## src/rtl/operand_load_ctrl.sv

```systemverilog
// Sequences one shared switch bus into the A, B and opcode enable-registers from a single load button.
// Both buttons are synchronized and edge-detected. Every output is registered.
module operand_load_ctrl #(
  parameter int DW = 8
) (
  input  logic          clk,
  input  logic          rst,
  input  logic          btn_load,
  input  logic          btn_clear,
  input  logic [DW-1:0] sw,
  output logic [DW-1:0] bus_d,
  output logic          en_a,
  output logic          en_b,
  output logic          en_op,
  output logic          clr_regs,
  output logic          op_valid,
  output logic [1:0]    state,
  output logic [7:0]    op_count
);

  typedef enum logic [1:0] {
    S_A    = 2'd0,
    S_B    = 2'd1,
    S_OP   = 2'd2,
    S_DONE = 2'd3
  } state_t;

  state_t        st_q, st_nx;
  logic [DW-1:0] bus_nx;
  logic          en_a_nx, en_b_nx, en_op_nx, clr_nx, vld_nx;
  logic [7:0]    cnt_nx;

  logic ld_s1, ld_s2, ld_s3, ld_arm;
  logic cl_s1, cl_s2, cl_s3, cl_arm;
  logic [1:0] rdy_q;
  logic ld_evt, cl_evt;

  // Synchronizer / edge-detect stage.
  // rdy_q marks when sync2 reflects the real button after reset; an edge only
  // counts once the button has been seen low, so a press held through reset is ignored.
  always_ff @(posedge clk) begin
    if (rst) begin
      ld_s1  <= 1'b0;
      ld_s2  <= 1'b0;
      ld_s3  <= 1'b0;
      cl_s1  <= 1'b0;
      cl_s2  <= 1'b0;
      cl_s3  <= 1'b0;
      rdy_q  <= 2'b00;
      ld_arm <= 1'b0;
      cl_arm <= 1'b0;
    end else begin
      ld_s1  <= btn_load;
      ld_s2  <= ld_s1;
      ld_s3  <= ld_s2;
      cl_s1  <= btn_clear;
      cl_s2  <= cl_s1;
      cl_s3  <= cl_s2;
      rdy_q  <= {rdy_q[0], 1'b1};
      ld_arm <= ld_arm | (rdy_q[1] & ~ld_s2);
      cl_arm <= cl_arm | (rdy_q[1] & ~cl_s2);
    end
  end

  assign ld_evt = ld_s2 & ~ld_s3 & ld_arm;
  assign cl_evt = cl_s2 & ~cl_s3 & cl_arm;

  // Sequencer next-state; clear has priority and swallows a coincident load.
  always_comb begin
    st_nx    = st_q;
    bus_nx   = bus_d;
    en_a_nx  = 1'b0;
    en_b_nx  = 1'b0;
    en_op_nx = 1'b0;
    clr_nx   = 1'b0;
    vld_nx   = op_valid;
    cnt_nx   = op_count;
    if (cl_evt) begin
      clr_nx = 1'b1;
      vld_nx = 1'b0;
      st_nx  = S_A;
      bus_nx = '0;
    end else if (ld_evt) begin
      bus_nx = sw;
      case (st_q)
        S_A: begin
          en_a_nx = 1'b1;
          st_nx   = S_B;
        end
        S_B: begin
          en_b_nx = 1'b1;
          st_nx   = S_OP;
        end
        S_OP: begin
          en_op_nx = 1'b1;
          vld_nx   = 1'b1;
          cnt_nx   = op_count + 8'd1;
          st_nx    = S_DONE;
        end
        default: begin
          en_a_nx = 1'b1;
          vld_nx  = 1'b0;
          st_nx   = S_B;
        end
      endcase
    end
  end

  // Output register stage.
  always_ff @(posedge clk) begin
    if (rst) begin
      st_q     <= S_A;
      bus_d    <= '0;
      en_a     <= 1'b0;
      en_b     <= 1'b0;
      en_op    <= 1'b0;
      clr_regs <= 1'b0;
      op_valid <= 1'b0;
      op_count <= 8'd0;
    end else begin
      st_q     <= st_nx;
      bus_d    <= bus_nx;
      en_a     <= en_a_nx;
      en_b     <= en_b_nx;
      en_op    <= en_op_nx;
      clr_regs <= clr_nx;
      op_valid <= vld_nx;
      op_count <= cnt_nx;
    end
  end

  assign state = st_q;

endmodule
```

## config.mk

```make
export PLATFORM = sky130hd
export DESIGN_NAME = operand_load_ctrl
export DESIGN_NICKNAME = d
export VERILOG_FILES = /design/src/rtl/operand_load_ctrl.sv
export SDC_FILE = /design/constraint.sdc
export NUM_CORES = 1
export LEC_CHECK = 0
export BUFFER_PORTS_ARGS = -buffer_cell sky130_fd_sc_hd__buf_2
export CORE_ASPECT_RATIO = 1.2
export CORE_MARGIN = 2
export CORE_UTILIZATION = 38
export DETAILED_ROUTE_END_ITERATION = 10
export SKIP_CTS_REPAIR_TIMING = 1
export SLEW_MARGIN = 15
export SYNTH_ARGS = -nofsm -noshare
export SYNTH_HDL_FRONTEND = slang
export SYNTH_SLANG_ARGS = --single-unit
```

## constraint.sdc

```tcl
create_clock -name clk -period 1.9 [get_ports clk]
set_clock_uncertainty 0.15 [all_clocks]
set_input_delay 0.475 -clock clk [delete_from_list [all_inputs] [get_ports clk]]
set_output_delay 0.475 -clock clk [all_outputs]
set_load 0.005 [all_outputs]
```

==> reports/metrics.yaml <==
detailed_routing:
  drc_errors: 0
  ant_nets: 0
  routedWlPerCell_um: 11.3
  drt_first_iter_violations: 33
  first_pass_iters: 4
  via_per_inst: 4.79
  num_vias: 987
  wirelength_mm: 2.32
placed_design:
  globalplace.congestion: 0.696
  placedInstanceArea_um2: 1430
  io_buffers: 34
  dp.cells: 198
  pre_cts_ws_ps: 108
  post-dp-hpwl_mm: 1.76
cells_and_area:
  final_area_um2: 1520
  drive_gt1_frac: 0.282
  fin_cells: 206
  utilization: 0.492
  finalNetCount: 186
  area_delta_synth_final_pct: 23.7
  final_common_cell: "buf_2"
  layout_common_cells: "buf_2, dfxtp_1, nand2_1"
  antenna_cells: 0
die:
  die_h_um: 66.2
  die_w_um: 55.9
  fp.coreArea_um2: 3080
  start_util: 0.398
  dieArea_um2: 3700
  row_count: 22
  ios: 35
yosys:
  synth_top_area_share: 0.539
  synth-async-reset-ratio: 0
  ys.flop_type: "dfxtp_1"
  synth_area_leaders: "dfxtp_1, nand2_1, ha_1"
  netlist_area_um2: 1230
  synth_area_per_cell_um2: 9.36
  syn_nets: 148
  seq_area_frac_synth: 0.539
  ys.warnings.count: 0
  synth_edf_count: 0
  postSynthCellCount: 131
  synth_cell_types: 25
  synth_top_cell_by_area: "dfxtp_1"
  ys_seq_elements: 33
clock_tree:
  tritoncts: "done"
  numCtsBuffers: 5
  clk_path_buf_depth: 2
  root_buffer: "clkbuf_4"
  htreeDepth: 2
  clk_pin_slew_ps: 110
  clk_latency_ps: 330
  cts.sinks: 33
worst_hold_path:
  whs_path_depth: 2
  hold_path.class: "input port to flip-flop"
job:
  cap_violations: 0
global_route:
  grt_overflow: 0
  grt_pass1_wl_mm: 4.04
  grtUsageTotal: 0.141
  grt_max_degree: 20
  grt_pass1_vias: 955
  antenna_found_initial: 0
worst_setup_path:
  cp-end-kind: "flip-flop"
  worst-path-stages: 6
  worst-setup-path-type: "flip-flop to flip-flop"
  crit_required_ps: 2010
  cp_slowest_stage_delay_ps: 360
  cp_top_family: "simple AND/OR/NAND/NOR gates"
  timing.critical_path.buf_inv: 1
  arrival_ps: 1870
  r2r_cells: 6
  worstPathCellList: "inv_1, ha_1, and4b_2, nand4_4, or3_1, a21oi_1"
  critPathMaxFanout: 6
  slowest_stage: "dfxtp_1"
  cp-start-kind: "flip-flop"
timing:
  whs_ps: 157
  tightest_slew_ps: 414
  tns_ps: 0
  fmax_mhz: 569
  rsz0062_at_grt: "no"
  final_hold_viol_count: 0
  drv_slew: 0
  fin_crit_ps: 1760
  setup_viol: 0
  fin_ws_ps: 142
  max_slew_margin: 0.724
  finalCritPeriodShare: 0.925
pwr:
  powerDensity_nw_per_um2: 858
  p_leak_nw: 0.677
  peakVddDrop_v: 0.000532
  power_mw: 1.30
outcome:
  outcome: "completed"
## state kept, by name (all words and copies together), names as in the netlist, 2 cells and up
| name | cells |
|---|---|
| state | 2 |
| bus_d | 8 |
| op_count | 8 |
| rdy_q | 2 |
## power by group
part	total (mW)	leakage (nW)	switching [mW]	internal, mW
sequential	0.711	0.268	0.00650	0.704
clock	0.545	0.0445	0.233	0.313
combinational	0.0449	0.364	0.0246	0.0203
## worst register-to-register path: stages, from the launching register on
cell     delay [ps]
dfxtp_1         360
inv_1           100
ha_1            170
and4b_2         330
nand4_4         120
or3_1           320
a21oi_1         140
## per-layer routing
layer | global-route usage | wire length, µm | vias to the layer above
li1 | - | - | 501
met1 | 0.143 | 968 | 450
met2 | 0.257 | 1160 | 31
met3 | 0.0548 | 153 | 5
met4 | 0.0625 | 41 | 0
met5 | 0 | 0 | -
## synthesized netlist by cell type (3+ instances only)
cell / number
xor2_1: 6
inv_1: 6
ha_1: 5
nor2b_1: 5
nand2_1: 22
a21oi_1: 12
nor2_1: 16
nor3_1: 3
clkbuf_1: 3
dfxtp_1: 33
## path summary, 6_finish.rpt
kind         startpoint     endpoint  slack [ps]
min reg2reg       cl_s1        cl_s2         300
min                 rst     rdy_q[0]         160
max reg2reg    state[0]  op_count[7]         140
max            state[0]  op_count[7]         140
## cell families after synthesis
group           Yosys count  synth area share
xor+xnor                  6            0.0429
flops                    33             0.539
simple gates             59             0.243
fa+ha+maj                 5            0.0510
mux                       2            0.0163
buf+inv                  12            0.0490
compound gates           14            0.0592
## final cells by class
class | count | area [µm²]
tap | 36 | 45.0
multi-input combinational | 86 | 507
clock buffer | 6 | 51.3
clock inverter | 2 | 37.5
timing repair buffer | 37 | 193
inverter | 6 | 22.5
fill | 303 | 1570
sequential | 33 | 661
Power figures use the tool's default switching activity.
